--- config.mk ---
export PLATFORM = sky130hd
export DESIGN_NAME = iterative_divider
export DESIGN_NICKNAME = d
export VERILOG_FILES = /design/src/rtl/iterative_divider.sv
export SDC_FILE = /design/constraint.sdc
export NUM_CORES = 1
export LEC_CHECK = 0
export BUFFER_PORTS_ARGS = -buffer_cell sky130_fd_sc_hd__clkbuf_2
export CORE_UTILIZATION = 35
export DETAILED_ROUTE_END_ITERATION = 8
export PLACE_DENSITY = 0.5
export SYNTH_ARGS = -nofsm -noshare
export SYNTH_HDL_FRONTEND = slang
export SYNTH_SLANG_ARGS = --single-unit
--- constraint.sdc ---
create_clock -name clk -period 3.95 [get_ports clk]
set_input_delay 0.395 -clock clk [delete_from_list [all_inputs] [get_ports clk]]
set_output_delay 0.395 -clock clk [all_outputs]
set_load 0.005 [all_outputs]
--- src/rtl/iterative_divider.sv ---
// Radix-2 restoring divider: one quotient bit per cycle, signed/unsigned
// per operand, fixed WIDTH+2 cycle latency with start/ready/valid handshake.
module iterative_divider #(
    parameter int WIDTH = 32
) (
    input  logic             clk,
    input  logic             rst,
    input  logic             start,
    input  logic [WIDTH-1:0] op1,
    input  logic             op1_sign,
    input  logic [WIDTH-1:0] op2,
    input  logic             op2_sign,
    output logic             ready,
    output logic             valid,
    output logic [WIDTH-1:0] quotient,
    output logic [WIDTH-1:0] remainder
);

    localparam int CW = $clog2(WIDTH);

    typedef enum logic [1:0] {
        IDLE,
        CALC,
        FIX
    } state_e;

    state_e           state_q, state_d;
    logic [CW-1:0]    cnt_q, cnt_d;
    logic [WIDTH-1:0] rem_q, rem_d;
    logic [WIDTH-1:0] quo_q, quo_d;
    logic [WIDTH-1:0] dvsr_q, dvsr_d;
    logic [WIDTH-1:0] op1_q, op1_d;
    logic             neg_quo_q, neg_quo_d;
    logic             neg_rem_q, neg_rem_d;
    logic             dbz_q, dbz_d;
    logic             ovf_q, ovf_d;
    logic [WIDTH-1:0] quotient_q, quotient_d;
    logic [WIDTH-1:0] remainder_q, remainder_d;
    logic             valid_q, valid_d;

    logic             op1_neg, op2_neg;
    logic [WIDTH-1:0] op1_mag, op2_mag;
    logic [WIDTH-1:0] min_val;
    logic [WIDTH:0]   trial, diff;

    always_comb begin
        min_val = {1'b1, {(WIDTH-1){1'b0}}};
        op1_neg = op1_sign & op1[WIDTH-1];
        op2_neg = op2_sign & op2[WIDTH-1];
        op1_mag = op1_neg ? -op1 : op1;
        op2_mag = op2_neg ? -op2 : op2;
        // Partial remainder is always below the divisor, so WIDTH+1 bits suffice
        trial   = {rem_q, quo_q[WIDTH-1]};
        diff    = trial - {1'b0, dvsr_q};

        state_d     = state_q;
        cnt_d       = cnt_q;
        rem_d       = rem_q;
        quo_d       = quo_q;
        dvsr_d      = dvsr_q;
        op1_d       = op1_q;
        neg_quo_d   = neg_quo_q;
        neg_rem_d   = neg_rem_q;
        dbz_d       = dbz_q;
        ovf_d       = ovf_q;
        quotient_d  = quotient_q;
        remainder_d = remainder_q;
        valid_d     = 1'b0;

        unique case (state_q)
            IDLE: begin
                if (start) begin
                    state_d   = CALC;
                    cnt_d     = CW'(WIDTH - 1);
                    rem_d     = '0;
                    quo_d     = op1_mag;
                    dvsr_d    = op2_mag;
                    op1_d     = op1;
                    neg_quo_d = op1_neg ^ op2_neg;
                    neg_rem_d = op1_neg;
                    dbz_d     = (op2 == '0);
                    ovf_d     = op1_sign & op2_sign & (op1 == min_val)
                              & (op2 == '1);
                end
            end
            CALC: begin
                rem_d = diff[WIDTH] ? trial[WIDTH-1:0] : diff[WIDTH-1:0];
                quo_d = {quo_q[WIDTH-2:0], ~diff[WIDTH]};
                if (cnt_q == '0) begin
                    state_d = FIX;
                end else begin
                    cnt_d = cnt_q - 1'b1;
                end
            end
            FIX: begin
                quotient_d  = neg_quo_q ? -quo_q : quo_q;
                remainder_d = neg_rem_q ? -rem_q : rem_q;
                if (dbz_q) begin
                    quotient_d  = '1;
                    remainder_d = op1_q;
                end else if (ovf_q) begin
                    quotient_d  = op1_q;
                    remainder_d = '0;
                end
                valid_d = 1'b1;
                state_d = IDLE;
            end
            default: state_d = IDLE;
        endcase
    end

    always_ff @(posedge clk) begin
        if (rst) begin
            state_q     <= IDLE;
            cnt_q       <= '0;
            rem_q       <= '0;
            quo_q       <= '0;
            dvsr_q      <= '0;
            op1_q       <= '0;
            neg_quo_q   <= 1'b0;
            neg_rem_q   <= 1'b0;
            dbz_q       <= 1'b0;
            ovf_q       <= 1'b0;
            quotient_q  <= '0;
            remainder_q <= '0;
            valid_q     <= 1'b0;
        end else begin
            state_q     <= state_d;
            cnt_q       <= cnt_d;
            rem_q       <= rem_d;
            quo_q       <= quo_d;
            dvsr_q      <= dvsr_d;
            op1_q       <= op1_d;
            neg_quo_q   <= neg_quo_d;
            neg_rem_q   <= neg_rem_d;
            dbz_q       <= dbz_d;
            ovf_q       <= ovf_d;
            quotient_q  <= quotient_d;
            remainder_q <= remainder_d;
            valid_q     <= valid_d;
        end
    end

    assign ready     = (state_q == IDLE);
    assign valid     = valid_q;
    assign quotient  = quotient_q;
    assign remainder = remainder_q;

endmodule

==> metrics.yaml, run 1 <==
global_routing:
  grt_antenna_before_repair: 0
  gr-total-overflow: 0
  grt_pass1_vias: 10800
  grt_util_all_layers: 0.222
  grt_max_degree: 69
  grt_pass1_wl_mm: 63.1
timing:
  worst_slew_pin_slew_ps: 1130
  fmax_ghz: 0.296
  finalMaxSlewViolations: 0
  setup_viol: 0
  rsz0062_at_grt: "false"
  min_period_ps: 3380
  setup-tns-final_ps: 0
  slew_headroom: 0.244
  fin_crit_sh: 0.855
  hold_viol: 0
  fin_worst_skew_ps: 18.5
synth:
  synth_common_cells: "204 x dfxtp_1, 197 x nand2_1, 175 x nor2_1"
  synth.net_count: 1701
  synth_area_sq_um: 12300
  yosysMostFrequentCell: "dfxtp_1"
  ys_warn_count: 0
  syn_inst: 1592
  async_flop_share: 0
  yosys.area.top_type_share: 0.331
  synth-edff-count: 0
  synth.avg_cell_area_sq_um: 7.74
  synth_top_cell_by_area: "dfxtp_1"
  synth_area_leaders: "dfxtp_1 33%, nand2_1 6.0%, xnor2_1 5.5%, a21oi_1 5.4%, nor2_1 5.3%"
  yosysUniqueCellTypes: 61
  ys.flop_type: "dfxtp_1"
  ys_seq_area_frac: 0.331
  synth_seq_cells: 204
cts:
  cts_buffer_depth: 3
  root_buffer: "clkbuf_16"
  cts_setup_buffers: 0
  clk_latency_ps: 550
  cts_tree: "yes"
  hold_buffers: 0
  cts_max_level: 1
  cts-resized-gates: 0
  clkSlewWorstSetupHoldPaths_ps: 60
  numCtsBuffers: 25
  clkSinkCount: 204
status:
  outcome: "complete, no violations"
floorplanning:
  die_area_sq_um: 36000
  rows: 68
  core_area_sq_um: 34600
  io_pins: 135
  start_util: 0.356
  dieWidth_um: 190
  die_y_um: 190
placed_design:
  port_buffers: 134
  placed_area_sq_um: 13400
  placedCellCount: 2103
  dpl.hpwl_mm: 30.4
  place.gp.congestion: 0.865
worst_setup_path:
  r2r_cells: 12
  required_ps: 4320
  slowest_delay_ps: 430
  worstSetupPathType: "flop to flop"
  path_max_fanout: 4
  critical_path.cell_chain: "inv_1 > ha_1 > fa_1 > nand2b_1 > a211oi_1 > nor4_1 > o31ai_1 > a21oi_1 > o41ai_1 > xor2_1 > mux2i_1 > o21ai_0"
  start_kind: "flop"
  endpoint_kind: "flop"
  arrival_ps: 3750
  slowest_stage: "o41ai_1"
detailed_routing:
  first_iter_violations: 792
  vias: 11700
  drc_errors: 0
  firstDrtPassIters: 5
  ant_nets: 0
  routed_via_density: 5.44
  routed_wl_mm: 40.6
  wl_per_cell_um: 18.9
cells_and_area:
  fin_area_sq_um: 14300
  num_antenna_cells: 0
  drive_above_1_share: 0.134
  fillers: 3553
  fin_cells: 2148
  area_growth_pct: 15.7
  fin_nets: 1784
  multi_input_area_sq_um: 7640
  area.sequential_sq_um: 4090
power_and_ir_drop:
  powerDensity_nw_per_um2: 453
  leakage_nw: 5.58
  irDropWorstVdd_uv: 318
worst_hold_path:
  hp-class: "input pin to flop"
  worstHoldPathCells: 3
job:
  cap_violations: 0
## layer usage
| metal | GRT usage | wire length, um | up-vias | part of all wire |
|---|---|---|---|---|
| met3 | 0.0196 | 1950 | 31 | 0.048 |
| li1 | - | - | 5898 | - |
| met5 | 0 | 0 | - | 0 |
| met2 | 0.336 | 17100 | 302 | 0.42 |
| met4 | 0.0406 | 565 | 0 | 0.014 |
| met1 | 0.339 | 21000 | 5463 | 0.52 |
## area by class of cell
| type | count | share of cell area |
|---|---|---|
| Clock buffer | 35 | 0.0493 |
| Clock inverter | 10 | 0.00843 |
| Inverter | 54 | 0.0142 |
| Multi-Input combinational cell | 1222 | 0.536 |
| Sequential cell | 204 | 0.287 |
| Tap cell | 455 | 0.0399 |
| Timing Repair Buffer | 168 | 0.0651 |
## layout by cell type (no fill, tap or decap), types with 16 or more instances in the layout
cell type	Yosys	routed
a211oi_1	59	59
a21oi_1	134	134
a221oi_1	32	32
a22oi_1	27	27
buf_4	0	35
clkbuf_16	0	25
clkbuf_2	0	133
dfxtp_1	204	203
ha_1	39	39
inv_1	54	54
mux2i_1	38	38
nand2_1	197	197
nand3_1	16	16
nor2_1	175	173
nor3_1	50	49
nor4_1	17	17
o21ai_0	81	81
o31ai_1	27	27
o41ai_1	19	19
xnor2_1	78	77
xor2_1	66	66
## state kept, by name, indices dropped and copies added, names as in the netlist
name,cells
op1_q,32
dvsr_q,32
rem_q,32
cnt_q,5
neg_rem_q,1
neg_quo_q,1
state_q,2
valid,1
remainder,32
dbz_q,1
quotient,32
quo_q,32
ovf_q,1
## cells by family after synthesis
group                    count (synthesis)  synth area share
AO/OA/AOI/OAI                          462             0.248
XOR/XNOR                               144             0.102
adder cells (fa/ha/maj)                 40            0.0412
buffers and inverters                  166            0.0507
flip-flops                             204             0.331
multiplexers                            38            0.0309
AND/OR/NAND/NOR                        538             0.195
## per-stage QoR
stage / utilization / setup WS (ps) / hold slack [ps] / total power [mW]
5_1_grt: 0.412 / 283 / 121 / 6.82
3_3_place_gp: 0.388 / 662 / 448 / 4.16
4_1_cts: 0.412 / 569 / 82.4 / 6.50
3_5_place_dp: 0.388 / 597 / 452 / 4.17
2_1_floorplan: - / 731 / 432 / 3.65
6_report: 0.412 / 573 / 101 / 6.46
## power breakdown
group	switching, mW	internal, mW
clock network	0.942	1.38
registers	0.166	2.20
logic	1.06	0.712
## final timing paths
| path | from | endpoint | slack [ps] |
|---|---|---|---|
| setup / recovery | quo_q[31]$_SDFFE_PP0P_ | rem_q[30]$_SDFFE_PP0P_ | 570 |
| hold / removal | op1[4] | op1_q[4]$_SDFFE_PP0P_ | 100 |
| setup reg to reg | quo_q[31]$_SDFFE_PP0P_ | rem_q[30]$_SDFFE_PP0P_ | 570 |
| hold reg to reg | dvsr_q[0]$_SDFFE_PP0P_ | dvsr_q[0]$_SDFFE_PP0P_ | 460 |
## critical path: cells and delay by family (launching register included)
kind                     cells  cell delay [ps]
flip-flops                   1              330
XOR/XNOR                     1              110
adder cells (fa/ha/maj)      2              610
buffers and inverters        1               80
multiplexers                 1              140
AND/OR/NAND/NOR              2              360
AO/OA/AOI/OAI                5             1570
Note: power is estimated with default switching activity, not from simulation.
==> run 2, diff against run 1 <==
==> config.mk (replaced) <==
export PLATFORM = sky130hd
export DESIGN_NAME = iterative_divider
export DESIGN_NICKNAME = d
export VERILOG_FILES = /design/src/rtl/iterative_divider.sv
export SDC_FILE = /design/constraint.sdc
export NUM_CORES = 1
export LEC_CHECK = 0
export CELL_PAD_IN_SITES_DETAIL_PLACEMENT = 0
export CELL_PAD_IN_SITES_GLOBAL_PLACEMENT = 2
export CORE_UTILIZATION = 34
export DETAILED_ROUTE_END_ITERATION = 8
export DONT_BUFFER_PORTS = 1
export PLACE_DENSITY = 0.71
export SYNTH_ARGS = -nofsm -noshare
export SYNTH_HDL_FRONTEND = slang
export SYNTH_SLANG_ARGS = --single-unit
==> run 2 against run 1 <==
  * The run now ends with DRC left
  * Combinational power barely moved
  * Largest power group is now clock
  * Critical path type unchanged
  * Final area fell by 2.9%
  * Register-to-register slack barely moved
  * Clock skew rose by 7.8 ps
  * Routed wire length rose by 8.0%
  * Largest cell class unchanged
==> metrics.yaml, run 2 (synthesized netlist as in run 1, its figures left out) <==
floorplanning:
  core_area_sq_um: 35700  # +3.0%
  die_y_um: 192  # +1.4%
  io_pins: 135  # unchanged
  start_util: 0.346  # -0.0103
  die_area_sq_um: 37000  # +2.9%
  rows: 69  # +1.5%
  dieWidth_um: 192  # +1.4%
cts:
  cts_tree: "yes"
  cts_max_level: 1  # unchanged
  numCtsBuffers: 25  # unchanged
  cts_buffer_depth: 3  # unchanged
  clkSinkCount: 204  # unchanged
  cts_setup_buffers: 0  # unchanged
  clkSlewWorstSetupHoldPaths_ps: 60  # about the same
  root_buffer: "clkbuf_16"
  clk_latency_ps: 570  # +20 ps
status:
  outcome: "finished with violations"
  violations: "DRC"
cells_and_area:
  fin_nets: 1668  # -6.5%
  area_growth_pct: 12.4
  mostFrequentLayoutCells: "203 x dfxtp_1, 197 x nand2_1, 172 x nor2_1"
  drive_above_1_share: 0.0584  # -0.0757
  layout_commonest_cell: "dfxtp_1"
  num_antenna_cells: 0  # unchanged
timing:
  finalMaxSlewViolations: 0  # unchanged
  fmax_ghz: 0.295  # -0.30%
  fin_worst_skew_ps: 26.3  # +7.79 ps
  rsz0062_at_grt: "false"
  hold_viol: 0  # unchanged
  setup-tns-final_ps: 0  # unchanged
  setup_viol: 0  # unchanged
  whs_ps: 28.4  # -73.1 ps
  fin_crit_sh: 0.857  # +0.00261
  worst_slew_pin_slew_ps: 1210  # +73.2 ps
  slew_headroom: 0.195  # -0.0488
  min_period_ps: 3390  # +10.3 ps
worst_setup_path:
  crit_buf_inv: 2  # +1
  start_kind: "flop"
  r2r-start: "quo_q[31]$_SDFFE_PP0P_"
  slowest_delay_ps: 440  # about the same
  arrival_ps: 3830  # +80 ps
  r2r_slack_ps: 560  # about the same
  reg2reg_to: "rem_q[10]$_SDFFE_PP0P_"
  path_max_fanout: 38  # +34
  r2r_cells: 13  # +1
  endpoint_kind: "flop"
  required_ps: 4390  # +70 ps
  slowest_stage: "a211oi_1"
  critical_path.cell_chain: "inv_1 > ha_1 > fa_1 > nand2b_1 > a211oi_1 > o31a_1 > o311ai_0 > nand2_1 > o21ai_0 > xnor2_2 > buf_12 > or2_2 > a32o_1"
  worstSetupPathType: "flop to flop"
  critPathTopFamily: "compound AO/OA/AOI/OAI gates"
detailed_routing:
  wl_met2_mm: 17.4  # +1.5%
  firstDrtPassIters: 7  # +2
  routed_wl_mm: 43.8  # +8.0%
  top_layer_used: "met5"
  vias: 11300  # -3.5%
  wl_met1_mm: 22.8  # +8.9%
  routed_via_density: 5.54  # +1.8%
  ant_nets: 0  # unchanged
  drc_errors: 20  # +20
  wl_per_cell_um: 21.5  # +14%
  first_iter_violations: 796  # +0.51%
  dr_wl_met3_mm: 2.87  # +47%
placed_design:
  port_buffers: 0  # -100%
  place.gp.congestion: 0.851  # -1.6%
  dpl.hpwl_mm: 32.5  # +6.8%
worst_hold_path:
  hold_end: "op1_q[12]$_SDFFE_PP0P_"
  min-delay-start: "op1[12]"
  worstHoldPathCells: 2  # -1
  hp-class: "input pin to flop"
power_and_ir_drop:
  powerDensity_nw_per_um2: 475  # +4.8%
  irDropWorstVdd_uv: 266  # -16%
  leakage_nw: 5.10  # -8.7%
global_routing:
  grt_pass1_vias: 10600  # -1.7%
  gr-total-overflow: 0  # unchanged
  grt_max_degree: 171  # +150%
  grt_pass1_wl_mm: 67.0  # +6.2%
  grt_util_all_layers: 0.236  # +0.0148
  grt_antenna_before_repair: 1  # +1
job:
  cap_violations: 0  # unchanged
-- run 2: cell types whose count changed in the layout (fill, tap and decap cells not counted), sizes merged --
cell and change:
clkbuf -135, dlygate4sd3 +19, buf -2, bufinv +2, clkinv -1, clkinvlp -1
-- run 2: how the worst max path moves through the flow --
stage / from / end / slack (ps) / cells past startpoint
finish: quo_q[31]$_SDFFE_PP0P_ / rem_q[10]$_SDFFE_PP0P_ / 560 / 13
global route: quo_q[31]$_SDFFE_PP0P_ / rem_q[30]$_SDFFE_PP0P_ / 330 / 12
CTS: quo_q[31]$_SDFFE_PP0P_ / rem_q[10]$_SDFFE_PP0P_ / 560 / 13
detailed placement: quo_q[31]$_SDFFE_PP0P_ / rem_q[10]$_SDFFE_PP0P_ / 590 / 13
global placement: rem_q[6]$_SDFFE_PP0P_ / remainder[30]$_SDFFE_PP0P_ / 640 / 8
floorplan: quo_q[31]$_SDFFE_PP0P_ / rem_q[9]$_SDFFE_PP0P_ / 730 / 14
-- run 2: timing repair --
item                                   CTS  global route
endpoints found under the hold margin  170             0
hold buffers                            20             0
resized for setup                        0             0
-- run 2: stage by stage --
| step | std cells | util | setup slack, ps | instance area (sq um) | power (mW) |
|---|---|---|---|---|---|
| final | 2036 | 0.388 | 563 | 13800 | 6.58 |
| after detailed placement | 1973 | 0.358 | 588 | 12800 | 4.11 |
| after floorplan | 1592 | - | 731 | 12300 | 3.65 |
| after CTS | 2036 | 0.388 | 560 | 13800 | 6.63 |
| after global routing | 2036 | 0.388 | 333 | 13800 | 6.93 |
| after global placement | 1973 | 0.358 | 639 | 12800 | 4.11 |
-- run 2: layout make-up --
| class | count | area (sq um) |
|---|---|---|
| fill | 3768 | 21800 |
| multi-input combinational | 1222 | 7650 |
| sequential | 204 | 4090 |
| clock buffer | 33 | 686 |
| tap | 461 | 577 |
| timing repair buffer | 52 | 470 |
| inverter | 54 | 203 |
| clock inverter | 10 | 171 |
-- run 2: layer usage --
layer / track usage / vias up
met5: 0 / -
met4: 0.0478 / 2
li1: - / 5666
met2: 0.334 / 290
met3: 0.0426 / 41
met1: 0.366 / 5284
-- run 2: power breakdown --
part / switching, mW / internal (mW)
registers: 0.166 / 2.20
clock network: 0.965 / 1.48
logic: 1.06 / 0.698
total: 2.20 / 4.38
==> run 3, diff against run 2 <==
--- a/config.mk
+++ b/config.mk
@@ -10,7 +10,9 @@
 export CORE_UTILIZATION = 34
 export DETAILED_ROUTE_END_ITERATION = 8
 export DONT_BUFFER_PORTS = 1
-export PLACE_DENSITY = 0.71
+export PLACE_DENSITY = 0.74
+export REMOVE_ABC_BUFFERS = 1
+export SKIP_CTS_REPAIR_TIMING = 1
 export SYNTH_ARGS = -nofsm -noshare
 export SYNTH_HDL_FRONTEND = slang
 export SYNTH_SLANG_ARGS = --single-unit
==> run 3 against run 2 <==
  * The run still ends with DRC left
  * Worst setup slack lost 110 ps
  * Critical path depth increased by 1
  * Power fell by 4.7%
  * Routed wire length decreased by 11%
  * Critical path type unchanged
  * Largest cell class unchanged
==> metrics.yaml, run 3 (synthesized netlist as in run 1, its figures left out) <==
status:
  outcome: "finished with violations"
  violations: "DRC"
detailed_routing:
  routed_wl_mm: 39.1  # -11%
  first_iter_violations: 581  # -27%
  routed_via_density: 5.41  # -2.4%
  wl_per_cell_um: 19.1  # -11%
  firstDrtPassIters: 7  # unchanged
  drc_errors: 22  # +10%
  ant_nets: 0  # unchanged
  vias: 11100  # -2.0%
placed_design:
  placedCellCount: 1982  # +0.46%
  dpl.hpwl_mm: 27.6  # -15%
  port_buffers: 0  # unchanged
  place.gp.congestion: 0.839  # -1.4%
cells_and_area:
  mostFrequentLayoutCells: "203 x dfxtp_1, 196 x nand2_1, 172 x nor2_1"
  drive_above_1_share: 0.0657  # +0.00729
  fin_cells: 2044  # +0.39%
  area_growth_pct: 12.3  # about the same
  num_antenna_cells: 0  # unchanged
  layout_commonest_cell: "dfxtp_1"
  fin_nets: 1675  # +0.42%
worst_setup_path:
  path_max_fanout: 12  # -68%
  endpoint_kind: "flop"
  worstSetupPathType: "flop to flop"
  start_kind: "flop"
  required_ps: 4340  # -50 ps
  arrival_ps: 3890  # +60 ps
global_routing:
  grt_max_degree: 176  # +2.9%
  grt_pass1_vias: 10400  # -1.8%
  grt_util_all_layers: 0.206  # -0.0307
  grt_antenna_before_repair: 0  # -1
  gr-total-overflow: 0  # unchanged
  grt_pass1_wl_mm: 60.3  # -10%
floorplanning:
  start_util: 0.346  # unchanged
  core_area_sq_um: 35700  # unchanged
  die_area_sq_um: 37000  # unchanged
  rows: 69  # unchanged
  die_y_um: 192  # unchanged
  dieWidth_um: 192  # unchanged
  io_pins: 135  # unchanged
timing:
  rsz0062_at_grt: "false"
  whs_ps: 3.28  # -25.1 ps
  fin_worst_skew_ps: 7.55  # -18.7 ps
  fin_crit_sh: 0.886  # +0.0290
  finalMaxSlewViolations: 0  # unchanged
  min_period_ps: 3500  # +115 ps
  worst_slew_pin_slew_ps: 1180  # -22.7 ps
  slew_headroom: 0.210  # +0.0140
  fmax_ghz: 0.286  # -3.3%
  setup_viol: 0  # unchanged
  hold_viol: 0  # unchanged
cts:
  cts_max_level: 1  # unchanged
  cts_buffer_depth: 3  # unchanged
  cts_tree: "yes"
  clk_latency_ps: 520  # -50 ps
  root_buffer: "clkbuf_16"
  numCtsBuffers: 25  # unchanged
  clkSinkCount: 204  # unchanged
  clkSlewWorstSetupHoldPaths_ps: 60  # about the same
power_and_ir_drop:
  leakage_nw: 5.10  # about the same
  powerDensity_nw_per_um2: 453  # -4.6%
  irDropWorstVdd_uv: 253  # -5.2%
worst_hold_path:
  hp-class: "input pin to flop"
job:
  cap_violations: 0  # unchanged
[run 3: changes by cell type in the layout (fill, tap and decap cells not counted), moves of 2 or more]
cell and change:
buf_4 +7, buf_12 +4, bufinv_16 -3, clkinvlp_4 +3, dlygate4sd3_1 -3, clkinv_2 +2
[run 3: final timing paths]
| path | from | to | slack [ps] | cells past startpoint |
|---|---|---|---|---|
| worst max register to register | quo_q[31]$_SDFFE_PP0P_ | rem_q[18]$_SDFFE_PP0P_ | 450 | 14 |
| worst min register to register | dvsr_q[31]$_SDFFE_PP0P_ | dvsr_q[31]$_SDFFE_PP0P_ | 450 | 2 |
| worst min-delay path | op1[26] | op1_q[26]$_SDFFE_PP0P_ | 3 | 2 |
| worst max-delay path | quo_q[31]$_SDFFE_PP0P_ | rem_q[18]$_SDFFE_PP0P_ | 450 | 14 |
[run 3: area by class of cell]
cell class              count  area, sq um
clock buffers              32          672
clock inverters            12          103
fillers                  3768        21800
inverters                  54          203
multi-input cells        1222         7650
flip-flops and latches    204         4090
well taps                 461          577
repair buffers             59          546
[run 3: critical path, stage by stage (launching register included)]
cell and delay [ps]:
dfxtp_1 330, inv_1 60, ha_1 230, fa_1 390, nand2b_1 170, a211oi_1 220, buf_4 160, o31a_1 170
o311ai_0 130, nand2_1 80, o21ai_0 160, xnor2_2 720, buf_4 280, mux2i_1 170, o21ai_0 90
[run 3: per-stage QoR]
stage,TNS (ps),util,total power [mW],worst slack [ps],cell area (sq um)
floorplan,-44030,-,3.63,-979,11900
global placement,0,0.361,4.08,441,12900
detailed placement,0,0.361,4.08,441,12900
CTS,0,0.382,6.30,408,13600
global route,0,0.388,6.63,117,13800
finish,0,0.388,6.27,449,13800
[run 3: routing by layer]
layer	wire length [um]	vias to the layer above	global-route usage
met4	639	0	0.0433
met5	0	-	0
met2	17400	214	0.329
met3	1690	34	0.0264
li1	-	5682	-
met1	19400	5128	0.293
[run 3: where the power goes]
part | switching [mW] | internal, mW | total (mW)
Combinational | 0.973 | 0.719 | 1.69
Clock | 0.939 | 1.27 | 2.21
Sequential | 0.171 | 2.20 | 2.37
